File: src/rtl/vec_fp_unpacker.sv
// vec_fp_unpacker
// Front-end operand decoder for the vector FP multiplier. A start captures two
// packed vectors of single-precision operands. One lane per cycle is then
// unpacked into sign, hidden-bit mantissas, biased exponent sum and
// zero/special/underflow flags. A done pulse marks the end of each vector.

module vec_fp_unpacker #(
    parameter int LANES = 4,
    parameter int IDXW  = $clog2(LANES)
) (
    input  logic                  clk,
    input  logic                  reset,
    input  logic                  start,
    input  logic [32*LANES-1:0]   vec_a,
    input  logic [32*LANES-1:0]   vec_b,
    input  logic                  hold,
    output logic                  ready,
    output logic                  out_valid,
    output logic [IDXW-1:0]       lane_idx,
    output logic                  sign_out,
    output logic [23:0]           mant_a,
    output logic [23:0]           mant_b,
    output logic [8:0]            exp_sum,
    output logic                  zero,
    output logic                  special,
    output logic                  underflow,
    output logic                  done
);

    typedef enum logic [1:0] {
        IDLE,
        UNPACK,
        DONE
    } state_t;

    state_t                r_state;
    state_t                w_nextState;

    logic [32*LANES-1:0]   r_vecA;
    logic [32*LANES-1:0]   r_vecB;
    logic [IDXW-1:0]       r_idx;

    logic [31:0]           w_lanesA [LANES];
    logic [31:0]           w_lanesB [LANES];
    logic [31:0]           w_laneA;
    logic [31:0]           w_laneB;

    logic [7:0]            w_expA;
    logic [7:0]            w_expB;
    logic                  w_zeroA;
    logic                  w_zeroB;
    logic                  w_specA;
    logic                  w_specB;
    logic [23:0]           w_mantA;
    logic [23:0]           w_mantB;
    logic [9:0]            w_sum;
    logic                  w_zero;
    logic                  w_special;
    logic                  w_underflow;
    logic [8:0]            w_expSum;

    logic                  w_accept;
    logic                  w_advance;
    logic                  w_lastLane;

    // Split the captured vectors into addressable 32-bit lanes.
    for (genvar g = 0; g < LANES; g++) begin : gLanes
        assign w_lanesA[g] = r_vecA[32*g +: 32];
        assign w_lanesB[g] = r_vecB[32*g +: 32];
    end

    assign w_laneA    = w_lanesA[r_idx];
    assign w_laneB    = w_lanesB[r_idx];

    assign ready      = (r_state == IDLE);
    assign w_accept   = ready && start;
    assign w_advance  = (r_state == UNPACK) && !hold;
    assign w_lastLane = (r_idx == IDXW'(LANES - 1));

    // Decode the selected lane: classify each operand, then form the biased exponent sum.
    always_comb begin
        w_expA      = w_laneA[30:23];
        w_expB      = w_laneB[30:23];
        w_zeroA     = (w_expA == 8'd0);
        w_zeroB     = (w_expB == 8'd0);
        w_specA     = (w_expA == 8'hFF);
        w_specB     = (w_expB == 8'hFF);
        w_mantA     = w_zeroA ? 24'd0 : {1'b1, w_laneA[22:0]};
        w_mantB     = w_zeroB ? 24'd0 : {1'b1, w_laneB[22:0]};
        w_zero      = w_zeroA || w_zeroB;
        w_special   = w_specA || w_specB;
        w_sum       = {2'b00, w_expA} + {2'b00, w_expB};
        w_underflow = 1'b0;
        w_expSum    = 9'd0;
        if (!w_zero && !w_special) begin
            if (w_sum < 10'd127) begin
                w_underflow = 1'b1;
            end else begin
                w_expSum = w_sum[8:0] - 9'd127;
            end
        end
    end

    // State register; reset aborts any vector in flight.
    always_ff @(posedge clk or posedge reset) begin
        if (reset) begin
            r_state <= IDLE;
        end else begin
            r_state <= w_nextState;
        end
    end

    // Next-state logic: one UNPACK pass over all lanes, then a single DONE cycle.
    always_comb begin
        w_nextState = r_state;
        case (r_state)
            IDLE: begin
                if (start) begin
                    w_nextState = UNPACK;
                end
            end
            UNPACK: begin
                if (!hold && w_lastLane) begin
                    w_nextState = DONE;
                end
            end
            DONE: begin
                w_nextState = IDLE;
            end
            default: begin
                w_nextState = IDLE;
            end
        endcase
    end

    // Operand capture, lane counter and registered lane outputs.
    always_ff @(posedge clk or posedge reset) begin
        if (reset) begin
            r_vecA    <= '0;
            r_vecB    <= '0;
            r_idx     <= '0;
            out_valid <= 1'b0;
            lane_idx  <= '0;
            sign_out  <= 1'b0;
            mant_a    <= 24'd0;
            mant_b    <= 24'd0;
            exp_sum   <= 9'd0;
            zero      <= 1'b0;
            special   <= 1'b0;
            underflow <= 1'b0;
            done      <= 1'b0;
        end else begin
            out_valid <= w_advance;
            done      <= (r_state == DONE);
            if (w_accept) begin
                r_vecA <= vec_a;
                r_vecB <= vec_b;
                r_idx  <= '0;
            end
            if (w_advance) begin
                lane_idx  <= r_idx;
                sign_out  <= w_laneA[31] ^ w_laneB[31];
                mant_a    <= w_mantA;
                mant_b    <= w_mantB;
                exp_sum   <= w_expSum;
                zero      <= w_zero;
                special   <= w_special;
                underflow <= w_underflow;
                if (w_lastLane) begin
                    r_idx <= '0;
                end else begin
                    r_idx <= r_idx + 1'b1;
                end
            end
        end
    end

endmodule

File: config.mk
export PLATFORM = sky130hd
export DESIGN_NAME = vec_fp_unpacker
export DESIGN_NICKNAME = d
export VERILOG_FILES = /design/src/rtl/vec_fp_unpacker.sv
export SDC_FILE = /design/constraint.sdc
export NUM_CORES = 1
export LEC_CHECK = 0
export ABC_AREA = 1
export CAP_MARGIN = 20
export CORE_UTILIZATION = 33
export DETAILED_ROUTE_END_ITERATION = 10
export GPL_ROUTABILITY_DRIVEN = 1
export PLACE_DENSITY_LB_ADDON = 0.3
export SLEW_MARGIN = 20
export SYNTH_ARGS = -nofsm -noshare
export SYNTH_HDL_FRONTEND = slang
export SYNTH_SLANG_ARGS = --single-unit
File: constraint.sdc
create_clock -name clk -period 35.3 [get_ports clk]
set_clock_uncertainty 0.15 [all_clocks]
set_input_delay 7.06 -clock clk [delete_from_list [all_inputs] [get_ports clk]]
set_output_delay 7.06 -clock clk [all_outputs]
set_load 0.02 [all_outputs]
==> flow_summary.toml, run 1 <==
[synth]
avgSynthCellArea_sq_um = 11.03
syn_area_sq_mm = 0.01453
seq_area_frac_synth_pct = 55.99
synthTopCellsByArea = "dfrtp_1, mux2_2, nand2_1"
synth_seq_cells = 325
yosys.cell_types.count = 30
synth_top_cell_area_share_pct = 55.99
yosysWarnings = 0
syn_nets = 1588
netlist_instances = 1317
synth_top_cell_by_area = "dfrtp_1"

[clock_network]
numCtsBuffers = 38
clock_latency_ps = 550
cts_tree = "done"
cts_setup_buffers = 0
cts_num_sinks = 325
clk_pin_slew_ps = 60
cts_buffer_depth = 3
hold_buffers = 0
h-tree-depth = 2
ctsResizeCount = 0
root_buffer = "clkbuf_16"

[drt]
wire_per_inst_um = 18.19
ant_nets = 0
viasPerCell = 4.859
top_layer_used = "met5"
dr_wl_met2_mm = 19.42
vias = 10830
wl_met1_mm = 17.61
firstDrtPassIters = 6
drc = 0
dr_wl_met3_mm = 2.608
drt_iter0_drc = 686
routed_wl_mm = 40.53

[worst_setup_path]
r2r_end = "exp_sum[8]"
cp_max_fo = 75
cp.required_ps = 35560
arrival_ps = 10420
worst-r2r-cell-count = 20
crit_end = "r_vecA[117]"
r2r_start = "r_idx[0]"
critical_path.startpoint = "start"
start_kind = "input pin"
crit_type = "input pin to register"
r2r_slack_ps = 31060
crit_path_end_kind = "register"

[die]
num_rows = 76
initial_utilization_pct = 33.57
die-height_um = 211.8
die_area_sq_mm = 0.04486
core-area_sq_mm = 0.04327
io_pins = 326
die_x_um = 211.8

[power_and_ir_drop]
peakVddDrop_v = 0.00004985
pwr_density_cell_mw_per_mm2 = 97.60
p_leak_nw = 8.450
power_w = 0.001898

[sta]
min_period_over_period_pct = 28.78
finalHoldViolCount = 0
tns_ps = 0
finalMaxSlewViolations = 0
maxSlewHeadroom_pct = 30.82
fmax_mhz = 98.41
rsz0062_at_grt = "no"
finalSetupViolCount = 0
period_minus_slack_ps = 10160
worst_pin_slew_ps = 1038

[hold_path]
worstHoldPathType = "register to register"
min_delay_path_depth = 2

[grt]
first_global_vias = 11310
grt_util_all_layers_pct = 18.33
grt_max_degree = 169
antenna_found_initial = 10
overflow = 0
grt_first_pass_wirelength_mm = 63.29

[placement]
dpl_cell_area_sq_mm = 0.01827
dp_hpwl_mm = 26.43
place.gp.congestion = 0.7778
portBuffers = 325

[finish]
areaGrowthSynthToFinish_pct = 33.88
mostFrequentLayoutCell = "nand2_1"
fillers = 3970
seq_area_sq_mm = 0.008137
final_cell_mix = "nand2_1, clkdlybuf4s50_1, dfrtp_1, mux2_2, a21oi_1"
fin_area_sq_mm = 0.01945
drive_above_1_share_pct = 21.06
fin_nets = 1885
multi_input_area_sq_mm = 0.005861

[status]
status = "finished, final reports clean"

[run]
cap_viol_max_count = 0
## per-stage QoR
step           worst slack (ps)  util, %  std cells  hold slack (ps)
4_1_cts                   25170    44.92       2223            338.3
3_5_place_dp              24600    42.22       2159            322.2
5_1_grt                   24960    44.94       2226            356.5
3_3_place_gp              24640    42.22       2159            314.9
6_report                  25140    44.95       2228            332.4
2_1_floorplan             19090        -       1317            273.3
## report_power, final
group / internal (W) / switching (W)
Combinational: 0.000403 / 0.000460
Sequential: 0.000562 / 0.000100
Clock: 0.000222 / 0.000152
## registers in the layout (all words and copies together), names as in the netlist, 2 cells and up
signal    count
exp_sum       9
mant_b       24
mant_a       24
r_vecB      128
lane_idx      2
r_vecA      128
r_idx         2
r_state       2
## worst max-delay path, cell delays in order
cell and delay [ps]:
clkdlybuf4s50_1 450, nand2_4 550, buf_4 850, buf_4 850, mux2_2 420
## layer usage
layer	GRT usage, %	vias up
met5	0	-
met4	5.397	10
met3	5.029	63
met2	30.30	287
met1	23.34	5377
li1	-	5088
## area by class of cell
type | instances | area share, %
Sequential cell | 325 | 41.84
Multi-Input combinational cell | 869 | 30.13
Timing Repair Buffer | 339 | 17.33
Clock buffer | 55 | 5.636
Tap cell | 585 | 3.764
Inverter | 41 | 0.8556
Clock inverter | 9 | 0.3796
Antenna cell | 5 | 0.06433
## cells in the mapped netlist
cell	instances
a21oi_1	52
a31oi_1	1
a32o_1	46
buf_1	5
buf_2	42
buf_4	1
buf_6	3
clkbuf_1	31
dfrtp_1	325
fa_1	1
ha_1	10
inv_1	29
inv_2	12
mux2_2	255
nand2_1	353
nand2_2	2
nand3_1	44
nand3_2	1
nand3b_1	2
nand4_1	3
nor2_1	22
nor2_2	1
nor2_4	1
nor3_1	1
o21a_1	3
o21ai_0	49
o21ai_1	14
o22ai_1	2
xnor2_1	5
xor2_1	1
## cell families (layout without fill, tap and decap cells)
family          count (synthesis)  in the layout  share of synthesized area [%]
compound gates                167            167                          7.416
xor+xnor                        6              6                         0.3618
fa+ha+maj                      11             11                         0.9991
buf+inv                       123            444                          3.721
flops                         325            325                          55.99
mux                           255            255                          19.77
other cells                     0              5                              0
simple gates                  430            430                          11.75
## how the worst min path moves through the flow
stage / start / end / slack, ps
4_1_cts: mant_a[23] / mant_a[23] / 340
3_5_place_dp: exp_sum[7] / exp_sum[7] / 320
2_1_floorplan: r_state[0] / done / 270
6_report: mant_a[23] / mant_a[23] / 330
5_1_grt: mant_a[23] / mant_a[23] / 360
3_3_place_gp: exp_sum[7] / exp_sum[7] / 310
No activity file was read; power rests on OpenSTA's default activity.
==> run 2, diff against run 1 <==
- clock period: 35.3 -> 9.4 ns (I/O delays scaled with it)
==> flow_summary.toml, run 2 (synthesized netlist as in run 1, its figures left out) <==
[finish]
final_cell_mix = "nand2_1, clkdlybuf4s50_1, dfrtp_1, mux2_2, a21oi_1"
largestRegisters = "r_vecA (128), r_vecB (128)"
final_core_util_pct = 45.34
stdcell_count = 2230
fillers = 4016
drive_above_1_share_pct = 21.68
fin_area_sq_mm = 0.01962
mostFrequentLayoutCell = "nand2_1"
areaGrowthSynthToFinish_pct = 35.06
fin_nets = 1885

[worst_setup_path]
critPathTopFamily = "buffers and inverters"
critPathMaxStageDelay_ps = 730
cp.required_ps = 9670
crit_chain = "clkdlybuf4s50_1 > nand2_4 > buf_4 > buf_4 > mux2_2"
arrival_ps = 4610
critical_path.startpoint = "start"
r2r_start = "r_idx[0]"
cp_max_fo = 59
start_kind = "input pin"
worst-path-buf-inv = 3
crit_slowest_cell = "buf_4"
crit_top_cell = "buf_4"
crit_path_end_kind = "register"
crit_type = "input pin to register"

[die]
num_rows = 76
die_x_um = 211.8
initial_utilization_pct = 33.57
die-height_um = 211.8
die_area_sq_mm = 0.04486
core-area_sq_mm = 0.04327
io_pins = 326

[drt]
ant_nets = 0
dr_wl_met2_mm = 19.25
firstDrtPassIters = 5
top_layer_used = "met5"
vias = 10740
wire_per_inst_um = 18.01
viasPerCell = 4.816
dr_wl_met3_mm = 2.675
drt_iter0_drc = 673
routed_wl_mm = 40.15
wl_met1_mm = 17.31
drc = 0

[placement]
portBuffers = 325
dp_hpwl_mm = 26.32
place_inst = 2158
pre_cts_slack_ps = 4475
dpl_cell_area_sq_mm = 0.01826
place.gp.congestion = 0.8138

[sta]
maxSlewHeadroom_pct = 29.27
worst_pin_slew_ps = 1061
finalHoldViolCount = 0
finalMaxSlewViolations = 0
finalSetupViolCount = 0
period_minus_slack_ps = 4348
rsz0062_at_grt = "no"
tns_ps = 0
min_period_over_period_pct = 46.26
layout_setup_ws_ps = 5052
fmax_mhz = 230.0

[grt]
antenna_found_initial = 4
overflow = 0
grt_util_all_layers_pct = 18.05
grt_first_pass_wirelength_mm = 62.48
grt_max_degree = 175
first_global_vias = 11100

[power_and_ir_drop]
pwr_density_cell_mw_per_mm2 = 370.0
peakVddDrop_v = 0.0001865
p_leak_nw = 8.526

[clock_network]
cts_tree = "done"
h-tree-depth = 2
cts_setup_buffers = 0
numCtsBuffers = 38
clk_pin_slew_ps = 60
hold_buffers = 0
cts_num_sinks = 325
root_buffer = "clkbuf_16"
ctsResizeCount = 0
clock_latency_ps = 540
cts_buffer_depth = 3

[hold_path]
hp-start = "r_state[0]"
worstHoldPathType = "register to register"

[status]
status = "finished, final reports clean"

[run]
cap_viol_max_count = 0
run 2: routing by layer:
layer  global-route usage, %  vias up
met1                   22.85     5317
met4                   6.147        4
met3                   4.703       58
li1                        -     5088
met5                       0        -
met2                   29.80      273
run 2: worst paths after layout:
kind	to	slack (ps)	cells after the start
max reg2reg	exp_sum[7]	5130	20
min reg2reg	done	300	1
min in group asynchronous	r_vecA[119]	1520	2
min	done	300	1
max	r_vecB[110]	5050	5
max in group asynchronous	r_vecB[112]	5990	4
run 2: worst register-to-register path, cell delays in order, from the launching register on:
cell,delay [ps]
dfrtp_4,420
buf_4,620
buf_4,810
nand2_1,170
nand3_1,120
nand2_1,160
inv_2,110
ha_1,220
fa_1,260
inv_1,50
nand2_1,50
nand2_1,80
nor2_1,160
nand3_1,100
nor2_1,160
nand3_1,140
nand3_1,120
nand2_2,130
inv_2,80
nand2_1,50
nand2_1,50
run 2: final cells by class:
cell class / count / area [sq um] / area share, %
clock buffer: 59 / 1201 / 6.122
tap: 585 / 732.0 / 3.731
inverter: 41 / 162.7 / 0.8291
sequential: 325 / 8137 / 41.47
antenna: 3 / 7.507 / 0.03827
clock inverter: 9 / 126.4 / 0.6441
multi-input combinational: 869 / 5866 / 29.90
timing repair buffer: 339 / 3387 / 17.26
run 2: per-stage QoR:
step,total power [W],hold slack [ps]
after floorplan,0.004760,273.3
after global placement,0.005680,283.5
after detailed placement,0.005765,289.4
after CTS,0.007352,295.4
after global routing,0.007819,322.0
final,0.007259,297.8
run 2: power breakdown:
| group | total (W) | switching, W | internal (W) |
|---|---|---|---|
| Sequential | 0.00247 | 0.000359 | 0.00211 |
| Clock | 0.00154 | 0.000585 | 0.000959 |
| Combinational | 0.00325 | 0.00174 | 0.00151 |
| Total | 0.00726 | 0.00268 | 0.00458 |
==> run 3, diff against run 2 <==
- clock period: 9.4 -> 3.6 ns (I/O delays scaled with it)
==> flow_summary.toml, run 3 (synthesized netlist as in run 1, its figures left out) <==
[clock_network]
cts_tree = "done"
root_buffer = "clkbuf_16"
cts_buffer_depth = 3
clock_latency_ps = 550
ctsResizeCount = 0
cts_num_sinks = 325
clk_pin_slew_ps = 60
h-tree-depth = 2
numCtsBuffers = 38

[die]
die_x_um = 211.8
die_area_sq_mm = 0.04486
io_pins = 326
num_rows = 76
initial_utilization_pct = 33.57
core-area_sq_mm = 0.04327
die-height_um = 211.8

[finish]
mostFrequentLayoutCell = "nand2_1"
largestRegisters = "r_vecA (128), r_vecB (128)"
final_cell_mix = "nand2_1, clkdlybuf4s50_1, dfrtp_1, mux2_2, a21oi_1"
areaGrowthSynthToFinish_pct = 36.51
fillers = 3995
drive_above_1_share_pct = 22.56
final_core_util_pct = 45.83
fin_area_sq_mm = 0.01983
fin_nets = 1915

[drt]
drc = 0
wire_per_inst_um = 18.70
firstDrtPassIters = 5
viasPerCell = 4.869
ant_nets = 0
drt_iter0_drc = 636
vias = 10990
routed_wl_mm = 42.21

[power_and_ir_drop]
pwr_density_cell_mw_per_mm2 = 951.0
switchingPower_w = 0.007061
seqPwrFrac_pct = 35.0
p_comb_share_pct = 45.2
sw_frac_of_total_pct = 37.44
power_w = 0.01886
peakVddDrop_v = 0.0004222
power.clock.fraction_pct = 19.8
p_leak_nw = 8.643
power.internal_w = 0.01180

[grt]
grt_util_all_layers_pct = 19.14
antenna_found_initial = 5
first_global_vias = 11660
grt_first_pass_wirelength_mm = 65.43
overflow = 0
grt_max_degree = 71

[sta]
finalMaxSlewViolations = 0
worst_pin_slew_ps = 944.8
min_period_over_period_pct = 90.14
whs_ps = 303.8
rsz0062_at_grt = "no"
finalSetupViolCount = 0
period_minus_slack_ps = 3245
maxSlewHeadroom_pct = 36.88
fmax_mhz = 308.2
finalHoldViolCount = 0

[placement]
dpl_cell_area_sq_mm = 0.01862
place.gp.congestion = 0.8584
dp_hpwl_mm = 29.02
portBuffers = 325

[worst_setup_path]
start_kind = "register"
crit_type = "register to register"
cp_max_fo = 34
arrival_ps = 3580
r2r_slack_ps = 360
cp.required_ps = 3930
crit_path_end_kind = "register"

[run]
cap_viol_max_count = 0

[status]
status = "finished, final reports clean"

[hold_path]
worstHoldPathType = "register to register"
==> run 3: cell types whose count changed in the layout (fill, tap and decap cells not counted), sizes merged <==
cell / previous run / this run
clkinvlp: 2 / 3
clkinv: 4 / 6
buf: 14 / 44
bufinv: 3 / 2
diode: 3 / 5
clkbuf: 59 / 52
==> run 3: critical path: stages (launching register included) <==
cell and delay, ps:
dfrtp_4 550, inv_4 180, nand2_1 110, nand3_1 80, nand2_1 120, inv_2 50, ha_1 220, fa_1 480
nand2_1 80, nand2_1 100, nor2_1 190, nand3_1 110, nor2_1 170, nand3_1 140, nand3_1 120, nand2_2 120
inv_2 90, nand2_1 50, nand2_1 50
==> run 3: layout make-up <==
type / count / area, sq um / area share, %
inverters: 41 / 162.7 / 0.8202
repair buffers: 369 / 3737 / 18.85
well taps: 585 / 732.0 / 3.691
clock inverters: 11 / 113.9 / 0.5742
flip-flops and latches: 325 / 8137 / 41.03
diodes: 5 / 12.51 / 0.06310
multi-input cells: 869 / 5861 / 29.55
clock buffers: 52 / 1075 / 5.420
==> run 3: power groups by stage <==
| stage | Combinational, W | Sequential, W | Clock, W |
|---|---|---|---|
| 2_1_floorplan | 0.00579 | 0.00664 | 0 |
| 3_3_place_gp | 0.00838 | 0.00662 | 0 |
| 3_5_place_dp | 0.00853 | 0.00665 | 0 |
| 4_1_cts | 0.00857 | 0.00662 | 0.00385 |
| 5_1_grt | 0.00947 | 0.00682 | 0.00399 |
| 6_report | 0.00852 | 0.00660 | 0.00373 |
==> run 3: layer usage <==
layer / routed length [um] / share of wire (%) / track usage, % / vias to the layer above
met1: 18030 / 43 / 23.74 / 5465
li1: - / - / - / 5155
met2: 20480 / 49 / 32.18 / 302
met5: 0 / 0 / 0 / -
met3: 2664 / 6.3 / 4.554 / 68
met4: 1039 / 2.5 / 7.246 / 0
==> run 3: final timing paths <==
kind,from,end,cells past startpoint
max reg2reg,r_idx[0],exp_sum[7],18
max in group asynchronous,reset,r_vecB[66],3
min in group asynchronous,reset,r_idx[0],2
min,r_state[0],done,1
min reg2reg,r_state[0],done,1
max,r_idx[0],exp_sum[7],18
==> run 3: what timing repair did <==
action                                  CTS  global route
setup buffers                             0             1
hold buffers                              0             0
endpoints found under the setup margin    0             9
==> run 3: stage by stage <==
step | setup slack, ps | cells | TNS [ps]
6_report | 355.1 | 2257 | 0
5_1_grt | 13.44 | 2254 | 0
3_3_place_gp | 386.1 | 2188 | 0
4_1_cts | 235.3 | 2251 | 0
3_5_place_dp | 276.0 | 2188 | 0
2_1_floorplan | -1607 | 1317 | -522190
